==> src/rtl/ctrl_sequencer_pkg.sv <==
// rtl/ctrl_sequencer_pkg.sv - shared opcode, ALU code and time-step definitions
//
// Purpose: constants shared by the control sequencer and the datapath ALU.
//   OP_*  : 4-bit instruction opcodes (IR[15:12]); 8..15 are illegal.
//   ALU_* : 3-bit ALU operation codes driven on "controle".
//   state_t : the four time steps T0..T3 of the sequencer.
package ctrl_sequencer_pkg;

    localparam logic [3:0] OP_MV  = 4'd0;
    localparam logic [3:0] OP_MVI = 4'd1;
    localparam logic [3:0] OP_ADD = 4'd2;
    localparam logic [3:0] OP_SUB = 4'd3;
    localparam logic [3:0] OP_AND = 4'd4;
    localparam logic [3:0] OP_SLT = 4'd5;
    localparam logic [3:0] OP_SLL = 4'd6;
    localparam logic [3:0] OP_SRL = 4'd7;

    localparam logic [2:0] ALU_ADD = 3'b000;
    localparam logic [2:0] ALU_SUB = 3'b001;
    localparam logic [2:0] ALU_AND = 3'b010;
    localparam logic [2:0] ALU_SLT = 3'b011;
    localparam logic [2:0] ALU_SLL = 3'b100;
    localparam logic [2:0] ALU_SRL = 3'b101;

    typedef enum logic [1:0] {
        T0 = 2'd0,
        T1 = 2'd1,
        T2 = 2'd2,
        T3 = 2'd3
    } state_t;

    function automatic logic is_alu_op(input logic [3:0] op);
        return (op >= OP_ADD) && (op <= OP_SRL);
    endfunction

    function automatic logic [2:0] alu_code(input logic [3:0] op);
        logic [2:0] code;
        case (op)
            OP_ADD:  code = ALU_ADD;
            OP_SUB:  code = ALU_SUB;
            OP_AND:  code = ALU_AND;
            OP_SLT:  code = ALU_SLT;
            OP_SLL:  code = ALU_SLL;
            OP_SRL:  code = ALU_SRL;
            default: code = ALU_ADD;
        endcase
        return code;
    endfunction

endpackage

==> src/rtl/ctrl_sequencer_dec3to8.sv <==
// rtl/ctrl_sequencer_dec3to8.sv - 3-to-8 one-hot decoder with enable
//
// Purpose: turns a 3-bit register index into a one-hot register enable.
// Ports:
//   en     in  1  decoder enable; output is all-zero when low
//   sel    in  3  register index
//   onehot out 8  one-hot decode of sel, or zero
module dec3to8 (
    input  logic       en,
    input  logic [2:0] sel,
    output logic [7:0] onehot
);

    always_comb begin
        onehot = 8'b0;
        if (en) begin
            onehot = 8'b1 << sel;
        end
    end

endmodule

==> src/rtl/ctrl_sequencer.sv <==
// rtl/ctrl_sequencer.sv - multicycle control unit sequencing T0..T3 for the datapath ALU
//
// Purpose: latches an instruction from DIN on Run, decodes it and drives the
// datapath enables over time steps T0..T3. One instruction in flight.
// Ports:
//   Clock    in  1       system clock, rising edge
//   Resetn   in  1       asynchronous active-low reset
//   Run      in  1       start request, sampled only in T0
//   DIN      in  DATA_W  instruction word (T0) / mvi immediate (T1)
//   Rin      out NREG    one-hot register write enable (index X)
//   Rout     out NREG    one-hot register bus drive (index X or Y)
//   DINout   out 1       drive DIN onto the bus
//   Ain      out 1       load A from the bus
//   Gin      out 1       load G from the ALU result
//   Gout     out 1       drive G onto the bus
//   controle out 3       ALU operation code (non-zero only in T2)
//   Done     out 1       single-cycle pulse in the final step
//   Busy     out 1       high whenever the sequencer is not in T0
module ctrl_sequencer
    import ctrl_sequencer_pkg::*;
#(
    parameter int DATA_W = 16,
    parameter int NREG   = 8    // fixed at 8: X/Y fields are 3 bits wide
) (
    input  logic              Clock,
    input  logic              Resetn,
    input  logic              Run,
    input  logic [DATA_W-1:0] DIN,
    output logic [NREG-1:0]   Rin,
    output logic [NREG-1:0]   Rout,
    output logic              DINout,
    output logic              Ain,
    output logic              Gin,
    output logic              Gout,
    output logic [2:0]        controle,
    output logic              Done,
    output logic              Busy
);

    state_t            state;
    state_t            next_state;
    logic [DATA_W-1:0] ir;

    logic [3:0] opcode;
    logic [2:0] ir_x;
    logic [2:0] ir_y;

    assign opcode = ir[15:12];
    assign ir_x   = ir[11:9];
    assign ir_y   = ir[8:6];

    // IR[5:0] carries no meaning for this instruction set.
    logic ir_low_unused;
    assign ir_low_unused = ^ir[5:0];

    logic       ir_load;
    logic       rin_en;
    logic       rout_en;
    logic [2:0] rout_sel;
    logic       dinout_c;
    logic       ain_c;
    logic       gin_c;
    logic       gout_c;
    logic [2:0] ctrl_c;
    logic       done_c;

    always_ff @(posedge Clock or negedge Resetn) begin
        if (!Resetn) begin
            state <= T0;
            ir    <= '0;
        end else begin
            state <= next_state;
            if (ir_load) begin
                ir <= DIN;
            end
        end
    end

    always_comb begin
        next_state = state;
        ir_load    = 1'b0;
        rin_en     = 1'b0;
        rout_en    = 1'b0;
        rout_sel   = ir_y;
        dinout_c   = 1'b0;
        ain_c      = 1'b0;
        gin_c      = 1'b0;
        gout_c     = 1'b0;
        ctrl_c     = ALU_ADD;
        done_c     = 1'b0;

        case (state)
            T0: begin
                if (Run) begin
                    ir_load    = 1'b1;
                    next_state = T1;
                end
            end
            T1: begin
                if (opcode == OP_MV) begin
                    rout_en    = 1'b1;
                    rout_sel   = ir_y;
                    rin_en     = 1'b1;
                    done_c     = 1'b1;
                    next_state = T0;
                end else if (opcode == OP_MVI) begin
                    dinout_c   = 1'b1;
                    rin_en     = 1'b1;
                    done_c     = 1'b1;
                    next_state = T0;
                end else if (is_alu_op(opcode)) begin
                    rout_en    = 1'b1;
                    rout_sel   = ir_x;
                    ain_c      = 1'b1;
                    next_state = T2;
                end else begin
                    // Illegal opcode retires as a no-op.
                    done_c     = 1'b1;
                    next_state = T0;
                end
            end
            T2: begin
                rout_en    = 1'b1;
                rout_sel   = ir_y;
                gin_c      = 1'b1;
                ctrl_c     = alu_code(opcode);
                next_state = T3;
            end
            T3: begin
                gout_c     = 1'b1;
                rin_en     = 1'b1;
                done_c     = 1'b1;
                next_state = T0;
            end
            default: begin
                next_state = T0;
            end
        endcase
    end

    // Outputs are forced low while reset is asserted, even the purely
    // combinational ones, so nothing downstream sees a glitch during reset.
    dec3to8 u_rin_dec (
        .en     (Resetn & rin_en),
        .sel    (ir_x),
        .onehot (Rin)
    );

    dec3to8 u_rout_dec (
        .en     (Resetn & rout_en),
        .sel    (rout_sel),
        .onehot (Rout)
    );

    assign DINout   = Resetn & dinout_c;
    assign Ain      = Resetn & ain_c;
    assign Gin      = Resetn & gin_c;
    assign Gout     = Resetn & gout_c;
    assign controle = Resetn ? ctrl_c : 3'b000;
    assign Done     = Resetn & done_c;
    assign Busy     = Resetn & (state != T0);

endmodule
==> config.mk <==
export PLATFORM = sky130hd
export DESIGN_NAME = ctrl_sequencer
export DESIGN_NICKNAME = d
export VERILOG_FILES = /design/src/rtl/ctrl_sequencer_pkg.sv /design/src/rtl/ctrl_sequencer_dec3to8.sv /design/src/rtl/ctrl_sequencer.sv
export SDC_FILE = /design/constraint.sdc
export NUM_CORES = 1
export LEC_CHECK = 0
export BUFFER_PORTS_ARGS = -buffer_cell sky130_fd_sc_hd__buf_2
export CAP_MARGIN = 20
export CORE_ASPECT_RATIO = 0.6
export CORE_UTILIZATION = 35
export CTS_BUF_LIST = sky130_fd_sc_hd__clkbuf_2
export CTS_CLUSTER_SIZE = 20
export DETAILED_ROUTE_END_ITERATION = 10
export HOLD_SLACK_MARGIN = 0.03
export SLEW_MARGIN = 40
export SYNTH_ARGS = -nofsm -noshare
export SYNTH_HDL_FRONTEND = slang
export SYNTH_SLANG_ARGS = --single-unit
export TNS_END_PERCENT = 1
==> constraint.sdc <==
create_clock -name Clock -period 1.91 [get_ports Clock]
set_input_delay 0.191 -clock Clock [delete_from_list [all_inputs] [get_ports Clock]]
set_output_delay 0.191 -clock Clock [all_outputs]
set_load 0.01 [all_outputs]
==> results of run 1 <==
[metrics by stage]
stage	setup slack, ns	power, µW	cell area [µm²]	TNS (ns)
2_1_floorplan	0.0426	1430	948	0
3_3_place_gp	0.107	1720	1210	0
3_5_place_dp	0.0609	1770	1210	0
4_1_cts	-0.174	2100	1330	-1.93
5_1_grt	-0.265	2280	1330	-3.50
6_report	-0.158	2130	1330	-1.54
[state kept, by name, summed over array words and instances, names as in the netlist, named ones only]
| signal | count |
|---|---|
| ir | 10 |
| state | 1 |
[logic make-up after synthesis]
group | count (synthesis) | synth area share, %
and+or+nand+nor | 39 | 24.8
AOI/OAI and AO/OA | 14 | 16.0
muxes | 14 | 16.8
DFF | 12 | 31.7
buffers and inverters | 9 | 5.54
adders and majority gates | 4 | 5.28
[power by group]
part | leakage [µW] | total [µW] | switching (µW) | internal, µW
registers | 0.000142 | 560 | 174 | 386
clock network | 0.0000140 | 139 | 93.2 | 45.5
logic | 0.000507 | 1430 | 709 | 719
[cell usage after synthesis (all sizes together)]
master and count:
a2111oi 1, a211o 2, a21o 1, a21oi 1, a2bb2oi 1, a31oi 1, a41oi 1, and2 2
and3 3, buf 3, dfrtp 12, ha 4, inv 6, mux2 12, mux2i 2, nand2 6
nand2b 2, nand3 2, nand3b 1, nor2 10, nor2b 2, nor3 10, nor4b 1, o211ai 2
o21a 1, o21ba 1, o31a 2
[critical path: cells and delay by family (launching register included)]
kind	cells	cell delay, ns
adder cells (fa/ha/maj)	1	0.15
buffers and inverters	3	0.41
flip-flops	1	0.42
multiplexers	1	0.34
AND/OR/NAND/NOR	2	0.27
[worst max path at each step]
stage                     cells past startpoint  startpoint  slack, ns      end
final                                         7   flip-flop      -0.16  Rout[0]
after global routing                          7   flip-flop      -0.27   Rin[1]
after detailed placement                      7    state[0]       0.06  Rout[1]
after floorplan                               7   flip-flop       0.04  Rout[1]
after CTS                                     7    state[0]      -0.17  Rout[6]
after global placement                        7    state[0]       0.11  Rout[1]
[metal layers]
layer  GRT usage, %  wire length [µm]  share of wire, %
met3           6.01               156               6.3
met2           28.2              1120                45
met5              0                 0                 0
met4           4.90                 8              0.32
met1           24.7              1180                48
[final cells by class]
class,count,area (µm²)
inverter,6,22.5
clock buffer,3,15.0
sequential,12,302
clock inverter,1,3.75
fill,236,1210
timing repair buffer,51,305
multi-input combinational,71,646
tap,32,40.0
[cell usage in the layout, fill, tap and decap left out, types with 3 or more instances in the layout]
cell / n
sky130_fd_sc_hd__nor3_2: 6
sky130_fd_sc_hd__nor2_1: 10
sky130_fd_sc_hd__nand2_1: 4
sky130_fd_sc_hd__buf_4: 11
sky130_fd_sc_hd__clkbuf_2: 3
sky130_fd_sc_hd__inv_1: 4
sky130_fd_sc_hd__buf_2: 36
sky130_fd_sc_hd__dfrtp_1: 11
sky130_fd_sc_hd__mux2_2: 10
sky130_fd_sc_hd__nor3_1: 4
[repair_timing]
item	in CTS	in global routing
resized for setup	11	2
buffers inserted	3	0
hold buffers	2	0
endpoints found under the hold margin	4	0
setup endpoints to repair	17	17
pin swaps	6	3
==> reports/summary.json, run 1 <==
{
  "status": "finished, violations left",
  "violations": "negative setup slack",
  "ios": 44,
  "timing_worst_setup_path_type": "flip-flop to output pin",
  "timing.critical_path.slowest_cell_delay_ns": 0.42,
  "finalMaxSlewViolations": 0,
  "ys_ff_latch": 12,
  "maxCapViolations": 0,
  "timing.hold.worst.class": "input pin to flip-flop",
  "rsz0062_at_grt": "yes",
  "wire_per_inst_um": 14.0,
  "reg2reg_setup_slack_ns": 0.38,
  "clock_transition_at_the_registers_of_the_reported_paths_ns": 0.14,
  "finalCriticalPeriod_ns": 2.07,
  "setup_violations": 16,
  "cp.required_ns": 1.72,
  "core_area_um2": 2540,
  "worst_pin_slew_ns": 0.449,
  "timing.hold.worst.start": "DIN[13]",
  "timing.final.hold_violations": 0,
  "clock_sink_count": 12,
  "drive_gt1_share_pct": 59.0,
  "setup_slack_ns": -0.158,
  "horizontal_die_dimension_um": 69.2,
  "whs_endpoint": "ir[13]",
  "final.period_utilization_pct": 108,
  "leakagePower_uw": 0.000662,
  "worstSetupStartpointType": "flip-flop",
  "worst_setup_path_end_kind": "output pin",
  "instances_no_fill": 176,
  "pin_count_of_the_biggest_net_entering_global_routing": 12,
  "slew_headroom_pct": 69.2,
  "grt_use_total_pct": 18.3,
  "chipHeight_um": 42.3,
  "syn_inst": 92,
  "clock_tree.buffer_depth": 2,
  "clock_skew_ns": 0.0140,
  "synthDistinctLibCells": 33,
  "worstSkewPairLatency_ns": 0.28,
  "finalWeightedCongestion": 0.735,
  "global_route.overflow_total": 0,
  "critPathArrivalTime_ns": 1.88,
  "yosysWarningCount": 0,
  "critical_path.slowest_cell": "sky130_fd_sc_hd__dfrtp_1",
  "htree_levels": 1,
  "synth_largest_type_area_fraction_pct": 31.7,
  "global_route_wire_length_before_repair_um": 4040,
  "maxClockFrequency_mhz": 484,
  "timing.critical_path.cells": "inv_2 -> ha_4 -> buf_6 -> nand2_4 -> mux2_4 -> nor3_2 -> buf_2",
  "synth.net_count": 115,
  "worstReg2RegStart": "state[0]",
  "routed_via_density": 5.12,
  "post_synth_instance_area_um2": 948,
  "drt-initial-drc-count": 21,
  "synth_top_area_cell": "sky130_fd_sc_hd__dfrtp_1",
  "clockRootBuffer": "sky130_fd_sc_hd__clkbuf_2",
  "utilization_pct": 52.5,
  "std_cell_rows": 14,
  "insertedDiodeCount": 0,
  "cts_tree": "done",
  "numPlacedInstances": 167,
  "tritoncts.num_buffers": 3,
  "num_vias": 901,
  "first_global_vias": 836,
  "number_of_antenna_violations_at_the_first_check_in_global_routing": 0,
  "power_per_cell_area_nw_per_um2": 1590,
  "drtAntennaViolNets": 0,
  "r2r-end": "ir[12]",
  "numPortBuffers": 37,
  "crit_fanout": 6,
  "timing.hold.worst_path_depth": 2,
  "detail_route.wirelength_um": 2470,
  "reg2reg_depth": 4,
  "peakVddDrop_uv": 599,
  "layout-area-overhead-vs-synth_pct": 40.6,
  "design.die.area_um2": 2930,
  "synth_seq_area_share_pct": 31.7,
  "dr.pass1.iters": 4,
  "finalNetCount": 168,
  "synth.avg_cell_area_um2": 10.3,
  "route.detailed.drc": 0,
  "initial_util_pct": 37.3,
  "place.detailed.hpwl_um": 1810,
  "synth.area.top_cells": "sky130_fd_sc_hd__dfrtp_1 (32%), sky130_fd_sc_hd__mux2_2 (13%), sky130_fd_sc_hd__ha_1 (5.3%), sky130_fd_sc_hd__nor3_2 (5.3%), sky130_fd_sc_hd__nor2_1 (4.0%)",
  "final.hold.worst_slack_ns": 0.136
}
Note: power is estimated with default switching activity, not from simulation.
==> run 2, diff against run 1 <==
- PLACE_DENSITY: not set -> 0.65
- clock period: 1.91 -> 1.7 ns (I/O delays scaled with it)
==> reports/summary.json, run 2 (same netlist as run 1, synthesis figures left out) <==
{
  "status": "finished, violations left",
  "violations": "negative setup slack",
  "number_of_antenna_violations_at_the_first_check_in_global_routing": 0,
  "clock_tree.buffer_depth": 2,
  "finalWeightedCongestion": 0.773,
  "utilization_pct": 55.9,
  "finalNetCount": 173,
  "setup_slack_ns": -0.446,
  "registers.top_by_ff_count": "ir",
  "placedInstanceArea_um2": 1290,
  "crit_fanout": 6,
  "power_per_cell_area_nw_per_um2": 1820,
  "largest_reg_flops": 10,
  "final_common_cell": "sky130_fd_sc_hd__buf_2",
  "fin_tns_setup_ns": -4.95,
  "final.period_utilization_pct": 126,
  "drive_gt1_share_pct": 62.4,
  "tritoncts.num_buffers": 3,
  "insertedDiodeCount": 0,
  "leakagePower_uw": 0.000694,
  "place.detailed.hpwl_um": 1840,
  "numPortBuffers": 37,
  "finalCriticalPeriod_ns": 2.15,
  "global_route_wire_length_before_repair_um": 3930,
  "grt_use_total_pct": 17.5,
  "multi_input_gate_area_um2": 674,
  "htree_levels": 1,
  "drtAntennaViolNets": 0,
  "core_area_um2": 2540,
  "final_design_area_no_fill_um2": 1420,
  "cp.required_ns": 1.53,
  "design.die.area_um2": 2930,
  "clock_transition_at_the_registers_of_the_reported_paths_ns": 0.14,
  "ios": 44,
  "peakVddDrop_uv": 770,
  "maxCapViolations": 0,
  "first_global_vias": 862,
  "timing.final.hold_violations": 0,
  "setup_violations": 20,
  "rsz0062_at_grt": "yes",
  "cts_tree": "done",
  "fillerInstances": 225,
  "seqCellArea_um2": 302,
  "worstSetupStartpointType": "flip-flop",
  "route.detailed.drc": 0,
  "clockRootBuffer": "sky130_fd_sc_hd__clkbuf_2",
  "wire_per_inst_um": 14.1,
  "pin_count_of_the_biggest_net_entering_global_routing": 9,
  "clock_skew_ns": 0.0159,
  "mostFrequentLayoutCells": "sky130_fd_sc_hd__buf_2 (36), sky130_fd_sc_hd__buf_4 (13), sky130_fd_sc_hd__dfrtp_1 (11)",
  "initial_util_pct": 37.3,
  "worst_pin_slew_ns": 0.375,
  "timing.hold.worst.class": "input pin to flip-flop",
  "layout-area-overhead-vs-synth_pct": 49.7,
  "clock_sink_count": 12,
  "maxClockFrequency_mhz": 466,
  "detail_route.wirelength_um": 2560,
  "num_vias": 899,
  "drt-initial-drc-count": 26,
  "timing_worst_setup_path_type": "flip-flop to output pin",
  "worst_setup_path_end_kind": "output pin",
  "horizontal_die_dimension_um": 69.2,
  "std_cell_rows": 14,
  "critPathArrivalTime_ns": 1.98,
  "worstSkewPairLatency_ns": 0.29,
  "dr.pass1.iters": 3,
  "global_route.overflow_total": 0,
  "biggestRegsByFlops": "ir (10), state (1)",
  "chipHeight_um": 42.3,
  "slew_headroom_pct": 74.9,
  "finalMaxSlewViolations": 0,
  "final.hold.worst_slack_ns": 0.103,
  "routed_via_density": 4.97
}
==> run 2: critical path, cell delays in order, from the launching register on <==
cell and delay (ns):
sky130_fd_sc_hd__dfrtp_1 0.38, sky130_fd_sc_hd__inv_2 0.06, sky130_fd_sc_hd__buf_4 0.14, sky130_fd_sc_hd__ha_4 0.30, sky130_fd_sc_hd__nand2_1 0.06, sky130_fd_sc_hd__a211o_2 0.31, sky130_fd_sc_hd__o31a_1 0.14, sky130_fd_sc_hd__nor3_2 0.15
sky130_fd_sc_hd__buf_2 0.16
==> run 2: what timing repair did <==
item / in CTS / in global routing
resized for setup: 9 / 7
endpoints found under the hold margin: 8 / 0
pin swaps: 4 / 6
hold buffers: 2 / 0
setup buffers: 0 / 2
setup endpoints to repair: 22 / 23
==> run 2: where the power goes <==
part / internal [µW] / switching [µW] / total, µW
registers: 434 / 205 / 639
logic: 932 / 858 / 1790
clock network: 51.1 / 108 / 159
==> run 2: layout make-up <==
type | instances | share of cell area, %
sequential | 12 | 21.2
multi-input combinational | 71 | 47.5
tap | 32 | 2.82
clock buffer | 3 | 1.06
clock inverter | 1 | 0.264
timing repair buffer | 56 | 25.6
inverter | 6 | 1.59
==> run 2: metrics by stage <==
step / std cells / worst slack [ns] / power, µW
finish: 181 / -0.446 / 2590
global route: 181 / -0.503 / 2750
CTS: 179 / -0.354 / 2450
detailed placement: 173 / -0.104 / 2160
global placement: 173 / -0.0667 / 2100
floorplan: 92 / -0.00641 / 1660
==> run 2: final timing paths <==
kind                            from       to  slack (ns)  cells after the start
setup / recovery           flip-flop  Rout[5]       -0.45                      8
hold / removal                DIN[6]    ir[6]        0.10                      2
setup reg to reg           flip-flop   ir[11]        0.19                      6
hold reg to reg                ir[6]    ir[6]        0.56                      1
max in group asynchronous     Resetn   ir[10]        0.96                      2
min in group asynchronous     Resetn    ir[6]        0.46                      2
==> run 2: per-layer routing <==
metal / GRT usage (%) / part of all wire, % / vias up
met4: 3.27 / 0.66 / 0
met2: 28.0 / 47 / 22
li1: - / - / 441
met1: 22.8 / 47 / 432
met5: 0 / 0 / -
met3: 6.73 / 5.0 / 4
